`src/rtl/sync_fifo_burst_rd_if.sv`:
```
// FIFO read port plus output beat stream for sync_fifo_burst_rd.
// master = the read engine, slave = the FIFO/consumer side.
interface sync_fifo_burst_rd_if #(
  parameter int WD = 8,
  parameter int AW = 4
);
  // Stream handshake: a beat transfers on a rising clk edge where m_valid && m_ready.
  // While m_valid && !m_ready, m_data and m_last stay unchanged.
  // fifo_rd_en pops the show-ahead head (fifo_rd_data) on the same edge.
  logic          fifo_empty;
  logic [AW:0]   fifo_occupancy;
  logic [WD-1:0] fifo_rd_data;
  logic          fifo_rd_en;
  logic          m_valid;
  logic [WD-1:0] m_data;
  logic          m_last;
  logic          m_ready;

  modport master (
    input  fifo_empty, fifo_occupancy, fifo_rd_data, m_ready,
    output fifo_rd_en, m_valid, m_data, m_last
  );

  modport slave (
    output fifo_empty, fifo_occupancy, fifo_rd_data, m_ready,
    input  fifo_rd_en, m_valid, m_data, m_last
  );
endinterface

```
`src/rtl/sync_fifo_burst_rd.sv`:
```
// Burst read engine: drains a show-ahead FIFO in fixed-length bursts, or
// flushes partial content after an idle timeout, onto a registered stream.
module sync_fifo_burst_rd #(
  parameter int WD = 8,
  parameter int DP = 16,
  parameter int AW = $clog2(DP),
  parameter int TW = 16
) (
  input  logic                 clk,
  input  logic                 reset_n,
  input  logic                 sreset_n,
  input  logic                 enable,
  input  logic [AW:0]          cfg_burst_len,
  input  logic [TW-1:0]        cfg_timeout,
  sync_fifo_burst_rd_if.master bus,
  output logic                 busy,
  output logic                 flush_evt,
  output logic [1:0]           dbg_state
);

  typedef enum logic [1:0] {
    IDLE  = 2'd0,
    BURST = 2'd1,
    FLUSH = 2'd2
  } state_t;

  localparam logic [AW:0]   LEN_ONE = (AW+1)'(1);
  localparam logic [AW:0]   LEN_DP  = (AW+1)'(DP);
  localparam logic [TW-1:0] TMO_ONE = TW'(1);

  state_t        state;
  logic [AW:0]   beat_cnt;
  logic [TW-1:0] tmo_cnt;
  logic [AW:0]   len_eff;
  logic          pop;
  logic          start_burst;
  logic          start_flush;
  logic          m_valid_q;
  logic          m_last_q;
  logic [WD-1:0] m_data_q;
  logic          busy_q;
  logic          flush_evt_q;

  always_comb begin
    len_eff = cfg_burst_len;
    if (cfg_burst_len == '0) begin
      len_eff = LEN_ONE;
    end else if (cfg_burst_len > LEN_DP) begin
      len_eff = LEN_DP;
    end
  end

  // beat_cnt is latched from occupancy at entry, so a pop can never hit an empty FIFO.
  assign pop         = (state != IDLE) && (beat_cnt != '0) && (!m_valid_q || bus.m_ready);
  assign start_burst = enable && (bus.fifo_occupancy >= len_eff);
  assign start_flush = enable && (cfg_timeout != '0) && !bus.fifo_empty &&
                       (tmo_cnt >= (cfg_timeout - TMO_ONE));

  assign bus.fifo_rd_en = pop;
  assign bus.m_valid    = m_valid_q;
  assign bus.m_data     = m_data_q;
  assign bus.m_last     = m_last_q;
  assign busy           = busy_q;
  assign flush_evt      = flush_evt_q;
  assign dbg_state      = state;

  always_ff @(posedge clk or negedge reset_n) begin
    if (!reset_n) begin
      state       <= IDLE;
      beat_cnt    <= '0;
      tmo_cnt     <= '0;
      m_valid_q   <= 1'b0;
      m_last_q    <= 1'b0;
      m_data_q    <= '0;
      busy_q      <= 1'b0;
      flush_evt_q <= 1'b0;
    end else if (!sreset_n) begin
      state       <= IDLE;
      beat_cnt    <= '0;
      tmo_cnt     <= '0;
      m_valid_q   <= 1'b0;
      m_last_q    <= 1'b0;
      m_data_q    <= '0;
      busy_q      <= 1'b0;
      flush_evt_q <= 1'b0;
    end else begin
      flush_evt_q <= 1'b0;

      if (pop) begin
        m_data_q  <= bus.fifo_rd_data;
        m_valid_q <= 1'b1;
        m_last_q  <= (beat_cnt == LEN_ONE);
      end else if (bus.m_ready) begin
        m_valid_q <= 1'b0;
        m_last_q  <= 1'b0;
      end

      case (state)
        IDLE: begin
          // A full burst wins over a timeout flush in the same cycle.
          if (start_burst) begin
            state    <= BURST;
            beat_cnt <= len_eff;
            tmo_cnt  <= '0;
            busy_q   <= 1'b1;
          end else if (start_flush) begin
            state       <= FLUSH;
            beat_cnt    <= bus.fifo_occupancy;
            tmo_cnt     <= '0;
            busy_q      <= 1'b1;
            flush_evt_q <= 1'b1;
          end else if (bus.fifo_empty) begin
            tmo_cnt <= '0;
          end else if (enable && (tmo_cnt != '1)) begin
            tmo_cnt <= tmo_cnt + TMO_ONE;
          end
        end
        default: begin
          if (pop) begin
            beat_cnt <= beat_cnt - LEN_ONE;
            if (beat_cnt == LEN_ONE) begin
              state  <= IDLE;
              busy_q <= 1'b0;
            end
          end
        end
      endcase
    end
  end

endmodule
```
`src/flat_wrapper.sv`:
```
// flat-port wrapper written by rule: the top's interface ports become plain ports
module sync_fifo_burst_rd_flat 
#(
  parameter int WD = 8,
  parameter int DP = 16,
  parameter int AW = $clog2(DP),
  parameter int TW = 16
)
  (clk, reset_n, sreset_n, enable, cfg_burst_len, cfg_timeout, busy, flush_evt, dbg_state, bus_fifo_empty, bus_fifo_occupancy, bus_fifo_rd_data, bus_m_ready, bus_fifo_rd_en, bus_m_valid, bus_m_data, bus_m_last);
  sync_fifo_burst_rd_if #(.WD(WD), .AW(AW)) bus_i ();
  input  logic clk;
  input  logic reset_n;
  input  logic sreset_n;
  input  logic enable;
  input  logic [AW:0] cfg_burst_len;
  input  logic [TW-1:0] cfg_timeout;
  output logic busy;
  output logic flush_evt;
  output logic [1:0] dbg_state;
  input wire logic [$bits(bus_i.fifo_empty)-1:0] bus_fifo_empty;
  input wire logic [$bits(bus_i.fifo_occupancy)-1:0] bus_fifo_occupancy;
  input wire logic [$bits(bus_i.fifo_rd_data)-1:0] bus_fifo_rd_data;
  input wire logic [$bits(bus_i.m_ready)-1:0] bus_m_ready;
  output wire logic [$bits(bus_i.fifo_rd_en)-1:0] bus_fifo_rd_en;
  output wire logic [$bits(bus_i.m_valid)-1:0] bus_m_valid;
  output wire logic [$bits(bus_i.m_data)-1:0] bus_m_data;
  output wire logic [$bits(bus_i.m_last)-1:0] bus_m_last;
  assign bus_i.fifo_empty = bus_fifo_empty;
  assign bus_i.fifo_occupancy = bus_fifo_occupancy;
  assign bus_i.fifo_rd_data = bus_fifo_rd_data;
  assign bus_i.m_ready = bus_m_ready;
  assign bus_fifo_rd_en = bus_i.fifo_rd_en;
  assign bus_m_valid = bus_i.m_valid;
  assign bus_m_data = bus_i.m_data;
  assign bus_m_last = bus_i.m_last;
  sync_fifo_burst_rd #(.WD(WD), .DP(DP), .AW(AW), .TW(TW)) u_core (.clk(clk), .reset_n(reset_n), .sreset_n(sreset_n), .enable(enable), .cfg_burst_len(cfg_burst_len), .cfg_timeout(cfg_timeout), .bus(bus_i), .busy(busy), .flush_evt(flush_evt), .dbg_state(dbg_state));
endmodule
```
`config.mk`:
```
export PLATFORM = sky130hd
export DESIGN_NAME = sync_fifo_burst_rd_flat
export DESIGN_NICKNAME = d
export VERILOG_FILES = /design/src/rtl/sync_fifo_burst_rd_if.sv /design/src/rtl/sync_fifo_burst_rd.sv /design/src/flat_wrapper.sv
export SDC_FILE = /design/constraint.sdc
export NUM_CORES = 1
export LEC_CHECK = 0
export BUFFER_PORTS_ARGS = -buffer_cell sky130_fd_sc_hd__buf_4
export CORE_MARGIN = 3
export CORE_UTILIZATION = 40
export CTS_CLUSTER_SIZE = 24
export DETAILED_ROUTE_END_ITERATION = 12
export PLACE_DENSITY = 0.61
export SLEW_MARGIN = 20
export SYNTH_ARGS = -nofsm -noshare
export SYNTH_HDL_FRONTEND = slang
export SYNTH_SLANG_ARGS = --single-unit
```
`constraint.sdc`:
```
create_clock -name clk -period 2.1 [get_ports clk]
set_input_delay 0.105 -clock clk [delete_from_list [all_inputs] [get_ports clk]]
set_output_delay 0.105 -clock clk [all_outputs]
set_load 0.01 [all_outputs]
```
Yosys cells after proc, flatten, opt, wreduce, memory -nomap -nowiden
Cells that the tools add are included.

Flip-flop bits (word level): 35. Bits in latches: 0. RAM bits: 0. Memory bits (read-only): 0. Output and inout port bits: 15. Memories kept: 0.

Add/sub/neg operators: 3. $mul: 0. Divide/modulo/power cells: 0. Order comparisons: 3. Equality and inequality tests: 9. Shift-type cells: 0. Multiplexer cells: 36. Bitwise operators: 0. Reductions and logical operators: 18.

Operator list (number): 16-bit 2-to-1 mux (6); 5-bit 2-to-1 mux (7); 16-bit by 1-bit adder with 16-bit output, second input constant (1); 16-bit >= comparator (1); 8-bit 2-to-1 mux (2); 16-bit inequality test, second input constant (1); 16-bit nonzero test (1); 16-bit by 1-bit subtractor with 16-bit output, second input constant (1); 1-bit 2-to-1 mux (15); 2-bit 2-to-1 mux (6); 3-bit by 1-bit inequality test with 1-bit output, second input constant (3); 1-bit logical AND (7); 5-bit by 1-bit == test with 1-bit output, second input constant (1); 5-bit >= comparator (1); 5-bit greater-than comparator, second input constant (1); 5-bit zero test (1); 5-bit by 1-bit inequality test with 1-bit output, second input constant (1); 5-bit nonzero test (1); 5-bit by 1-bit subtractor with 5-bit output, second input constant (1); 2-bit by 1-bit inequality test with 1-bit output, second input constant (2); 4-bit by 2-bit inequality test with 1-bit output, second input constant (1); 2-bit AND reduction (2); 3-bit AND reduction (1); 1-bit zero test (2); other kinds (3) (3).

Depth between registers and ports, before layout
Word-level depth: 8. Mapped depth: 16.

Worst setup path after synthesis
No wires, ideal clock.

Path kind: input port to flip-flop. From: in cfg_timeout[3]. To: reg u_core.tmo_cnt[14]. Arrival time: 3.240 ns. Data required time: 1.973 ns. Slack: -1.267 ns. Cell stages on the path: 16. Cell sequence: nor4_1 nand2b_1 nor2_1 nand2_1 or4b_2 xor2_1 ha_1 and4_1 nand2_1 or4_1 nand3_1 a21oi_4 buf_6 buf_12 a21oi_2 o22ai_1.

Word-level cells in the longest chain between the ends: 8. Elaborated cells on any way between the ends: 12. Classes of those cells: 1 x add/sub; 1 x order compare; 1 x eq/ne; 4 x mux; 5 x reduce/logical.

Ends and longest elaborated chain: from (decl) (line flat_wrapper.sv:16) `input logic [TW-1:0] cfg_timeout;`; parallel branches: the longest is 3 deep, another holds 16-bit by 1-bit subtractor with 16-bit output; 1-bit logical AND * (line sync_fifo_burst_rd.sv:56) `assign start_flush = enable && (cfg_timeout != '0) && !bus.fifo_empty &&`; 16-bit 2-to-1 mux (line sync_fifo_burst_rd.sv:106) `end else if (start_flush) begin`; 16-bit 2-to-1 mux (line sync_fifo_burst_rd.sv:101) `if (start_burst) begin`; 16-bit 2-to-1 mux (line sync_fifo_burst_rd.sv:98) `case (state)`; 16-bit 2-to-1 mux (line sync_fifo_burst_rd.sv:77) `end else if (!sreset_n) begin`; to (signal assigned) (line sync_fifo_burst_rd.sv:115) `tmo_cnt <= tmo_cnt + TMO_ONE;`; to (decl) (line sync_fifo_burst_rd.sv:33) `logic [TW-1:0] tmo_cnt;`.

Mark *: on every way between the ends. The select of a mux whose other input is x is not followed. A chain may end at the register's enable or synchronous reset.

Worst setup path after layout
From: in cfg_timeout[3]. To: reg u_core.tmo_cnt[3].

Same word-level chain as after synthesis.

==> results.toml <==
[synth]
yosys_most_used_dff = "dfrtp_1"
synth_top_area_share_pct = 31.7
synthTopCellsByCount = "nand2_1 (60), dfrtp_1 (35), a21oi_1 (28)"
yosys.cell_count.top_type = "nand2_1"
syn_area_per_cell_um2 = 8.06
synthesis.area_mm2 = 0.00277
ys_seq_area_share_pct = 31.7
ys_ff_latch = 35
synth.largest_area_cell = "dfrtp_1"
syn-num-nets = 409
syn_inst = 343
ys_types = 53
synth_area_leaders = "dfrtp_1 (32%), ha_1 (12%), nand2_1 (8.1%)"
synth-edff-count = 0
yosys_warnings = 0
async_flop_share_pct = 100

[pwr]
ir_drop_mv = 0.415
fin_total_pwr_uw = 1780
leakagePower_uw = 0.00193
powerDensity_mw_per_mm2 = 434

[sta]
finalCriticalPeriod_ns = 2.93
setup_viol = 24
timing.final.ws_setup_ns = -0.833
fmax_mhz = 341
tightestPinTransition_ns = 0.512
finClkSkew_ns = 0.00517
hold_violations = 0
timing.final.crit_share_pct = 140
relSlewSlack_pct = 65.0
grt_setup_unrepaired = "yes"
finalMaxSlewViolations = 0

[global_routing]
grt_pass1_wl_mm = 13.1
track_usage_pct = 20.8
grt_antenna_before_repair = 0
grt_overflow_total = 0
grt_max_degree = 36
grt_pass1_vias = 2929

[clock_network]
clkTransAtPathRegs_ns = 0.07
cts_sinks = 35
insertion_delay_ns = 0.29
cts_max_path_buffers = 2
cts-root-buf = "clkbuf_8"
htree_num_levels = 2
tritoncts = "built"
cts_made_buffers = 5

[worst_setup_path]
path_cells = "buf_6, nor4_4, nand2b_1, buf_4, buf_4, nor4_1, xnor2_1, ha_1, and4_4, nand2_2, or4_4, nand3_4, a21oi_4, and3_2, a221o_1"
slowest_stage = "or4_4"
crit_path_frequent_cell = "buf_4"
reg2regPathDepth = 10
critPathLaunchType = "input port"
critPathKind = "input port to flip-flop"
crit_required_ns = 2.28
crit_fanout = 5
cp-end-kind = "flip-flop"
slowest_delay_ns = 0.43
arrival_ns = 3.11

[die]
core_mm2 = 0.00653
start_util_pct = 42.3
io_pins = 55
die_y_um = 89.1
rows = 29
dieWidth_um = 89.1
die-area_mm2 = 0.00795

[finish]
num-nets-final = 539
area_growth_pct = 48.6
drive_gt1_share_pct = 39.0
diodes = 0
fin_area_mm2 = 0.00411

[hold_path]
min_path_type = "input port to flip-flop"
whs_path_depth = 3

[drt]
routed_wl_mm = 7.94
wl_per_cell_um = 14.4
viasPerCell = 5.37
num_vias = 2957
antenna_left = 0
first_pass_iters = 4
drc = 0
drt_iter0_drc = 137

[outcome]
status = "finished with violations"
violations = "setup timing"

[place]
gp_congestion = 0.856
place_hpwl_mm = 5.97
placement.cell_area_mm2 = 0.00373
port_buffers = 54

[run]
drv_cap = 0
==> repair_timing <==
item,in CTS,in global routing
resized for setup,18,30
gates cloned,1,0
endpoints found under the hold margin,35,0
pin swaps,5,6
hold buffers,1,0
endpoints found under the setup margin,25,25
buffers inserted,5,6
==> cell families after synthesis <==
kind of cell,share of synthesized area (%)
simple gates,30.2
compound gates,16.4
flops,31.7
buf+inv,5.11
fa+ha+maj,11.8
xor+xnor,4.43
mux,0.362
==> power breakdown <==
part	switching (µW)	leakage [µW]	internal (µW)	total, µW
clock	263	0.0000402	231	494
combinational	289	0.00141	269	558
sequential	27.1	0.000482	705	732
total	579	0.00193	1210	1780
==> cell type report <==
class	count	area, µm²
inverter	18	71.3
timing repair buffer	134	1030
clock buffer	5	68.8
sequential	35	876
fill	570	2420
tap	77	96.3
multi-input combinational	279	1950
clock inverter	3	20.0
==> registers in the layout, summed over array words and instances, names as in the netlist <==
signal	cells
u_core.bus.m_valid	1
u_core.bus.m_data	8
u_core.flush_evt	1
u_core.busy	1
u_core.dbg_state	2
u_core.tmo_cnt	16
u_core.beat_cnt	5
u_core.bus.m_last	1
==> path summary, 6_finish.rpt <==
path,start,end,slack (ns)
max in group asynchronous,reset_n,u_core.busy,1.46
hold / removal,bus_fifo_rd_data[4],u_core.bus.m_data[4],0.06
min in group asynchronous,reset_n,u_core.tmo_cnt[6],0.31
setup reg to reg,u_core.tmo_cnt[0],u_core.beat_cnt[2],-0.49
hold reg to reg,u_core.beat_cnt[4],u_core.beat_cnt[4],0.53
setup / recovery,cfg_timeout[3],u_core.tmo_cnt[3],-0.83
==> metal layers <==
metal  part of all wire (%)  vias up  track usage (%)
met4                    2.1        0             6.77
met1                     43     1381             26.3
met3                    3.1       15             3.23
li1                       -     1498                -
met5                      0        -                0
met2                     51       63             36.0
==> cell usage in the layout (no fill, tap or decap), types with 4 or more instances in the layout <==
master,synthesis,layout
xor2_1,7,6
o21ai_2,0,5
and3_1,5,5
buf_4,1,128
nor2_1,18,17
nand3_1,24,21
buf_6,1,5
a21oi_1,28,21
nor3_1,14,12
nand4_1,9,9
ha_1,26,26
clkbuf_8,0,5
a21oi_4,1,4
a21oi_2,3,8
inv_1,18,17
o21ai_0,14,7
nand2_1,60,56
dfrtp_1,35,35
o22ai_1,8,8
xnor2_1,7,7
==> worst max-delay path: cells and delay by family <==
family                     cells  cell delay (ns)
and+or+nand+nor                8             1.81
buffers and inverters          3             0.40
AOI/OAI and AO/OA              2             0.34
adders and majority gates      1             0.31
xor gates and xnor gates       1             0.14
==> metrics by stage <==
step | hold WS, ns | setup WS [ns] | setup TNS (ns) | std cells | util, %
4_1_cts | 0.0457 | -0.809 | -17.51 | 545 | 60.2
3_5_place_dp | 0.0962 | -1.25 | -27.57 | 530 | 57.1
6_report | 0.0559 | -0.833 | -17.78 | 551 | 62.9
3_3_place_gp | 0.0945 | -1.12 | -24.89 | 530 | 57.1
5_1_grt | 0.0478 | -1.03 | -22.77 | 551 | 62.9
2_1_floorplan | -0.191 | -0.931 | -19.99 | 343 | -
(Power assumes the default switching activity.)
